[config.mk]
export PLATFORM = sky130hd
export DESIGN_NAME = i2s_transmitter
export DESIGN_NICKNAME = d
export VERILOG_FILES = /design/src/rtl/CONFIG.sv /design/src/rtl/i2s_frame_timer.sv /design/src/rtl/i2s_transmitter.sv
export SDC_FILE = /design/constraint.sdc
export NUM_CORES = 1
export LEC_CHECK = 0
export ABC_CLOCK_PERIOD_IN_PS = 3410
export CAP_MARGIN = 25
export CELL_PAD_IN_SITES_DETAIL_PLACEMENT = 1
export CELL_PAD_IN_SITES_GLOBAL_PLACEMENT = 2
export CORE_MARGIN = 2
export CORE_UTILIZATION = 40
export CTS_CLUSTER_DIAMETER = 200
export CTS_CLUSTER_SIZE = 30
export DETAILED_ROUTE_END_ITERATION = 6
export PLACE_DENSITY = 0.88
export SLEW_MARGIN = 0
export SYNTH_ARGS = -nofsm -noshare
export SYNTH_HDL_FRONTEND = slang
export SYNTH_SLANG_ARGS = --single-unit
[constraint.sdc]
create_clock -name clock_16_934_400 -period 3.41 [get_ports clock_16_934_400]
set_input_delay 0.682 -clock clock_16_934_400 [delete_from_list [all_inputs] [get_ports clock_16_934_400]]
set_output_delay 0.682 -clock clock_16_934_400 [all_outputs]
set_load 0.02 [all_outputs]
[src/rtl/CONFIG.sv]
// CONFIG: shared audio clocking constants and sample types.
// The I2S bit-clock divider is derived from master clock and rate.
package CONFIG;

    localparam int AUDIO_CLOCK       = 16_934_400;
    localparam int AUDIO_SAMPLE_RATE = 44_100;
    localparam int AUDIO_BIT_WIDTH   = 24;

    localparam int I2S_SLOT_WIDTH    = 32;
    localparam int I2S_MCLK_PER_BCLK =
        AUDIO_CLOCK / (AUDIO_SAMPLE_RATE * 2 * I2S_SLOT_WIDTH);

    typedef struct packed {
        logic [AUDIO_BIT_WIDTH-1:0] left;
        logic [AUDIO_BIT_WIDTH-1:0] right;
    } audio_frame_t;

endpackage

[src/rtl/i2s_frame_timer.sv]
// i2s_frame_timer: master-clock divider and bit counter for one
// I2S frame; drives BCLK/LRCLK and the bit/frame strobes.
module i2s_frame_timer #(
    parameter int  SLOT_WIDTH    = 32,
    parameter int  MCLK_PER_BCLK = 6,
    localparam int BW            = $clog2(2 * SLOT_WIDTH)
) (
    input  logic          clock_16_934_400,
    input  logic          reset_l,
    output logic          bclk_fall,
    output logic          bclk,
    output logic          lrclk,
    output logic          frame_tick,
    output logic [BW-1:0] slot_bit
);

    localparam int DW = $clog2(MCLK_PER_BCLK);

    localparam logic [DW-1:0] DIV_MAX  = DW'(MCLK_PER_BCLK - 1);
    localparam logic [DW-1:0] DIV_HALF = DW'(MCLK_PER_BCLK / 2);
    localparam logic [BW-1:0] BIT_MAX  = BW'(2 * SLOT_WIDTH - 1);
    localparam logic [BW-1:0] BIT_HALF = BW'(SLOT_WIDTH);

    logic [DW-1:0] div;
    logic [DW-1:0] div_nxt;
    logic [BW-1:0] bit_cnt;
    logic [BW-1:0] bit_nxt;

    // bclk_fall marks the last cycle of a BCLK period
    always_comb begin
        bclk_fall  = (div == DIV_MAX);
        frame_tick = bclk_fall && (bit_cnt == BIT_MAX);
        div_nxt    = bclk_fall ? '0 : div + 1'b1;
        bit_nxt    = bit_cnt;
        if (bclk_fall) begin
            bit_nxt = frame_tick ? '0 : bit_cnt + 1'b1;
        end
    end

    always_ff @(posedge clock_16_934_400 or negedge reset_l) begin
        if (!reset_l) begin
            div     <= '0;
            bit_cnt <= '0;
            bclk    <= 1'b0;
            lrclk   <= 1'b0;
        end else begin
            div     <= div_nxt;
            bit_cnt <= bit_nxt;
            bclk    <= (div_nxt >= DIV_HALF);
            lrclk   <= (bit_nxt >= BIT_HALF);
        end
    end

    assign slot_bit = bit_cnt;

endmodule

[src/rtl/i2s_transmitter.sv]
// i2s_transmitter: single-entry sample holding register feeding a
// Philips I2S serialiser. Define I2S_UNDERRUN_HOLD_EN to repeat the
// last pair on underrun instead of sending silence.
module i2s_transmitter
    import CONFIG::*;
#(
    parameter int SAMPLE_WIDTH  = AUDIO_BIT_WIDTH,
    parameter int SLOT_WIDTH    = I2S_SLOT_WIDTH,
    parameter int MCLK_PER_BCLK = I2S_MCLK_PER_BCLK
) (
    input  logic                    clock_16_934_400,
    input  logic                    reset_l,
    input  logic [SAMPLE_WIDTH-1:0] sample_left,
    input  logic [SAMPLE_WIDTH-1:0] sample_right,
    input  logic                    sample_valid,
    output logic                    sample_ready,
    output logic                    sample_request,
    output logic                    underrun,
    output logic                    i2s_bclk,
    output logic                    i2s_lrclk,
    output logic                    i2s_sdata
);

    localparam int FRAME_W = 2 * SLOT_WIDTH;
    localparam int BW      = $clog2(FRAME_W);
    localparam int PAD     = SLOT_WIDTH - 1 - SAMPLE_WIDTH;

    typedef struct packed {
        logic [SAMPLE_WIDTH-1:0] left;
        logic [SAMPLE_WIDTH-1:0] right;
    } pair_t;

    logic               bclk_fall;
    logic               frame_tick;
    logic [BW-1:0]      slot_bit;
    logic [BW-1:0]      sdata_idx;
    logic               ready_q;
    logic               sdata_q;
    logic               request_q;
    logic               underrun_q;
    logic               accept;
    pair_t              held;
    logic [FRAME_W-1:0] tx_frame;
    logic [FRAME_W-1:0] frame_nxt;

    // One idle bit after the LRCLK edge, then MSB-first, zero padded
    function automatic logic [SLOT_WIDTH-1:0] to_slot(
        input logic [SAMPLE_WIDTH-1:0] s
    );
        return {{(SLOT_WIDTH - SAMPLE_WIDTH){1'b0}}, s} << PAD;
    endfunction

    i2s_frame_timer #(
        .SLOT_WIDTH    (SLOT_WIDTH),
        .MCLK_PER_BCLK (MCLK_PER_BCLK)
    ) u_timer (
        .clock_16_934_400 (clock_16_934_400),
        .reset_l          (reset_l),
        .bclk_fall        (bclk_fall),
        .bclk             (i2s_bclk),
        .lrclk            (i2s_lrclk),
        .frame_tick       (frame_tick),
        .slot_bit         (slot_bit)
    );

    always_comb begin
        accept = sample_valid && ready_q;
`ifdef I2S_UNDERRUN_HOLD_EN
        frame_nxt = tx_frame;
`else
        frame_nxt = '0;
`endif
        if (!ready_q) begin
            frame_nxt = {to_slot(held.left), to_slot(held.right)};
        end
        // bit k+1 of the frame, counted from the MSB
        sdata_idx = BW'(FRAME_W - 2) - slot_bit;
    end

    always_ff @(posedge clock_16_934_400 or negedge reset_l) begin
        if (!reset_l) begin
            ready_q    <= 1'b1;
            held       <= '0;
            tx_frame   <= '0;
            sdata_q    <= 1'b0;
            request_q  <= 1'b0;
            underrun_q <= 1'b0;
        end else begin
            request_q  <= frame_tick;
            underrun_q <= frame_tick && ready_q;
            if (frame_tick) begin
                tx_frame <= frame_nxt;
                sdata_q  <= frame_nxt[FRAME_W-1];
            end else if (bclk_fall) begin
                sdata_q  <= tx_frame[sdata_idx];
            end
            if (frame_tick && !ready_q) begin
                ready_q <= 1'b1;
            end else if (accept) begin
                ready_q    <= 1'b0;
                held.left  <= sample_left;
                held.right <= sample_right;
            end
        end
    end

    assign sample_ready   = ready_q;
    assign sample_request = request_q;
    assign underrun       = underrun_q;
    assign i2s_sdata      = sdata_q;

endmodule

## Word level (Yosys, flattened, before mapping)

Index checks and enable logic that the tools add are counted.
Widths: inputs -> output; s select.

- Bits in registers: 127
- Output and inout port bits: 6

- Equal/unequal tests: 2
- Mux-type cells: 10
- Add/sub/neg operators: 3
- Order comparisons: 3
- Reduce and logical (&&, ||, !) cells: 8
- Bitwise logic cells: 1

Operators by type and width:

| cell | count |
|---|---|
| $mux 63 | 1 |
| $mux 6 | 2 |
| $lt 6x7->1 const B | 1 |
| $add 6x1->6 const B | 1 |
| $bmux 1 s6 | 1 |
| $eq 6x6->1 const B | 1 |
| $ge 6x6->1 const B | 1 |
| $sub 6x6->6 const A | 1 |
| $mux 1 | 5 |
| $logic_and 1x1->1 | 4 |
| $reduce_bool 2->1 | 2 |
| $add 3x1->3 const B | 1 |
| $eq 3x3->1 const B | 1 |
| $ge 3x2->1 const B | 1 |
| $mux 3 | 1 |
| $reduce_and 2->1 | 1 |
| $logic_not 1->1 | 1 |
| $not 1->1 | 1 |

## Depth between registers and ports, before layout

- Depth after elaboration: 5
- Mapped depth: 10
- Gate-level depth less buffers: 8

## Cells and area by module

A second synthesis with hierarchy kept.

- Cells, all modules: 422
- Area, all modules: 4949.7 um^2

Modules (own cells, without submodules):

| module | cells an instance | seq. area each (um^2) | instances | area each (um^2) |
|---|---|---|---|---|
| i2s_transmitter | 377 | 2503.7 | 1 | 4495.6 |
| i2s_frame_timer | 45 | 250.2 | 1 | 454.2 |

## Worst setup path before layout

No wires, ideal clock.

- Path kind: flip-flop to flip-flop
- From: register u_timer.bit_cnt[1] (netlist: u_timer.slot_bit[1])
- To: register sdata_q (netlist: i2s_sdata)
- Setup time: 129 ps
- Path slack: 1282 ps
- Data arrival time: 1999 ps
- Cell stages (with the launch flop): 9
- Data required time: 3281 ps
- Clock period less this slack: 2128 ps
- Cells stage by stage: dfrtp_1 -> ha_1 -> xnor2_2 -> buf_6 -> mux4_2 -> mux2i_1 -> o21ai_1 -> o21ai_2 -> o31ai_2

- Cells in the longest elaborated chain, start to end: 5

Ends and longest elaborated chain:

| item | RTL line | source |
|---|---|---|
| start, declared | i2s_frame_timer.sv:26 | `logic [BW-1:0] bit_cnt;` |
| start signal, assigned | i2s_frame_timer.sv:48 | `bit_cnt <= bit_nxt;` |
| $sub 6x6->6 | i2s_transmitter.sv:77 | `sdata_idx = BW'(FRAME_W - 2) - slot_bit;` |
| $bmux 1 s6 | i2s_transmitter.sv:95 | `sdata_q <= tx_frame[sdata_idx];` |
| $mux 1 (implied by the code) | i2s_transmitter.sv:95 |  |
| $mux 1 | i2s_transmitter.sv:94 | `end else if (bclk_fall) begin` |
| $mux 1 | i2s_transmitter.sv:91 | `if (frame_tick) begin` |
| end signal, assigned | i2s_transmitter.sv:93 | `sdata_q <= frame_nxt[FRAME_W-1];` |
| end signal, assigned | i2s_transmitter.sv:95 |  |
| end, declared | i2s_transmitter.sv:38 | `logic sdata_q;` |

Several ways; a longest one is shown, not always the timed one. The select of a mux whose other input is x is not followed.
A chain may end at the register's enable or synchronous reset.

## Final worst setup path

- From: register u_timer.bit_cnt[1] (netlist: u_timer.slot_bit[1])
- To: register tx_frame[56]

- Cells in the longest elaborated chain, start to end: 2

Ends and longest elaborated chain:

| item | RTL line | source |
|---|---|---|
| $eq 6x6->1 | i2s_frame_timer.sv:32 | `frame_tick = bclk_fall && (bit_cnt == BIT_MAX);` |
| $logic_and 1x1->1 | i2s_frame_timer.sv:32 |  |
| end signal, assigned | i2s_transmitter.sv:92 | `tx_frame <= frame_nxt;` |
| end, declared | i2s_transmitter.sv:43 | `logic [FRAME_W-1:0] tx_frame;` |

No other way between the ends.

==> metrics.yaml <==
pwr:
  power_density_mw_per_mm2: 426.5
  p_total_mw: 2.582
  p_leak_nw: 2.718
  peakVddDrop_uv: 224.3
sta:
  setup_slack_ns: 0.7332
  worst_slew_pin_slew_ns: 0.7928
  fmax_mhz: 373.6
  hold_viol: 0
  fin_setup_tns_ns: 0
  setup_viol: 0
  max_slew_margin_pct: 47.14
  slew_viol_final: 0
  period_share_pct: 78.50
  fin_worst_skew_ns: 0.005604
  grt_setup_unrepaired: "false"
  fin_crit_ns: 2.677
grt:
  grt_pass1_wl_um: 17460
  grt_pass1_vias: 3538
  track_usage_pct: 16.79
  grt-ovfl-total: 0
  grt_max_degree: 110
  antenna_found_initial: 0
critical_path:
  crit_required_ns: 3.66
  crit_arrival_ns: 2.93
  worstReg2RegStart: "u_timer.slot_bit[1]"
  cp-end-kind: "flop"
  startpoint_type: "flop"
  path_class: "reg2reg"
  cp_max_fo: 49
  cp-startpoint: "u_timer.slot_bit[1]"
synth:
  synth_cells: 441
  synth_cell_type_count: 40
  synth.largest_area_cell: "dfrtp_1"
  syn_area_per_cell_um2: 11.31
  synth_area_leaders: "dfrtp_1 (55%), mux2_2 (11%), nand2b_1 (6.0%), o21ai_0 (5.3%), nand2_1 (5.0%)"
  syn-cell-area_mm2: 0.004989
  synth-seq-cells: 111
  ys_seq_area_share_pct: 55.71
  yosysTopAreaCellShare_pct: 55.18
  yosysWarningCount: 0
  synthesis.nets: 493
cells_and_area:
  nNetsFinal: 538
  antenna_cells: 0
  drive_gt1_share_pct: 17.72
  final_common_cell: "dfrtp_1"
  syn_to_final_growth_pct: 21.34
  final_cells: 659
  nFillCells: 1316
  final_util_pct: 49.98
  final_cell_mix: "dfrtp_1 (110), nand2_1 (65), clkdlybuf4s50_1 (55), o21ai_0 (53)"
place:
  placed_cells: 643
  place_congestion: 0.8309
  place_hpwl_um: 7080
  dp_slack_ns: 0.7545
  port_buffers: 56
drt:
  drc: 0
  firstDrtPassIters: 4
  postRouteWirelength_um: 10280
  detail-route-antenna-nets: 0
  wire_per_inst_um: 15.60
  avgViaCountPerCell: 5.009
  num_vias: 3301
  drt-initial-drc-count: 124
cts:
  post_cts_buffers: 0
  htreeDepth: 3
  cts_tree: "built"
  holdBufCountCts: 0
  ctsResizeCount: 0
  clkTransAtPathRegs_ns: 0.07
  clock_latency_ns: 0.35
  cts_root_buffer: "clkbuf_16"
  clockBufferDepth: 2
  cts_buffers: 9
  cts_sinks: 111
outcome:
  status: "completed"
floorplanning:
  dieArea_mm2: 0.01338
  ios: 57
  fp.coreArea_mm2: 0.01211
  rows: 40
  die_h_um: 115.7
  die_w_um: 115.7
  initial_core_util_pct: 41.19
flow_run:
  drv_cap: 0
hold_path:
  worstHoldPathType: "in2async"
-- path summary, 6_finish.rpt --
path,to,slack [ns],cells past startpoint
setup reg to reg,tx_frame[56],0.73,7
max in group asynchronous,held[15],2.53,2
hold reg to reg,tx_frame[48],0.48,2
setup / recovery,tx_frame[56],0.73,7
hold / removal,held[4],0.11,1
min in group clock_16_934_400,tx_frame[48],0.48,2
-- cell usage after synthesis, drive strengths merged --
master,count
dfrtp,110
nand2,67
o21ai,60
mux2,48
nand2b,48
clkbuf,16
buf,13
nand3,12
inv,9
mux2i,8
mux4,8
xnor2,6
a21oi,3
and3,3
o31ai,3
xor2,3
a31oi,2
a32oi,2
maj3,2
nor2,2
nor2b,2
nor3,2
o211ai,2
a2111oi,1
a21o,1
a32o,1
dfstp,1
ha,1
nand3b,1
nand4,1
o21a,1
o32ai,1
or3,1
-- layer usage --
metal	up-vias	global-route usage (%)	wire length [um]
met3	11	3.400	336
met5	-	0	0
met4	0	5.714	148
li1	1593	-	-
met1	1651	22.04	4697
met2	46	27.99	5097
-- critical path, stage by stage (launching register included) --
cell     delay [ns]
dfrtp_1        0.47
ha_1           0.48
nand3_1        0.21
inv_1          0.12
and3_1         0.21
nand2_2        0.45
buf_12         0.38
o21ai_0        0.23
-- flip-flops by register name (all words and copies together) (netlist names) --
register and flops:
u_timer.div 3, i2s_sdata 1, sample_ready 1, u_timer.lrclk 1, held 48, u_timer.bclk 1
underrun 1, tx_frame 48, u_timer.slot_bit 6, sample_request 1
-- per-stage QoR --
stage | cell area (um2) | hold slack, ns
final | 6053 | 0.1148
after global routing | 6053 | 0.1000
after CTS | 6053 | 0.1013
after detailed placement | 5709 | 0.4757
after global placement | 5709 | 0.4617
after floorplan | 4989 | 0.3864
-- where the power goes --
part | internal (mW) | switching [mW] | total (mW)
clock | 0.725 | 0.457 | 1.18
sequential | 1.32 | 0 | 1.32
combinational | 0.0520 | 0.0329 | 0.0850
-- cell type report --
type	instances	area, um2	share of cell area, %
repair buffers	63	635.6	10.50
well taps	168	210.2	3.473
flip-flops and latches	111	2779	45.91
clock inverters	2	60.06	0.9921
clock buffers	14	284.0	4.692
inverters	9	33.78	0.5581
multi-input cells	292	2051	33.88
-- cell families after synthesis --
group / after synthesis / share of synthesized area [%]
DFF: 111 / 55.71
buffers and inverters: 38 / 3.286
adders and majority gates: 3 / 0.6521
muxes: 64 / 16.05
AOI/OAI and AO/OA: 77 / 8.828
and+or+nand+nor: 139 / 13.74
xor gates and xnor gates: 9 / 1.731
(Power assumes the default switching activity.)
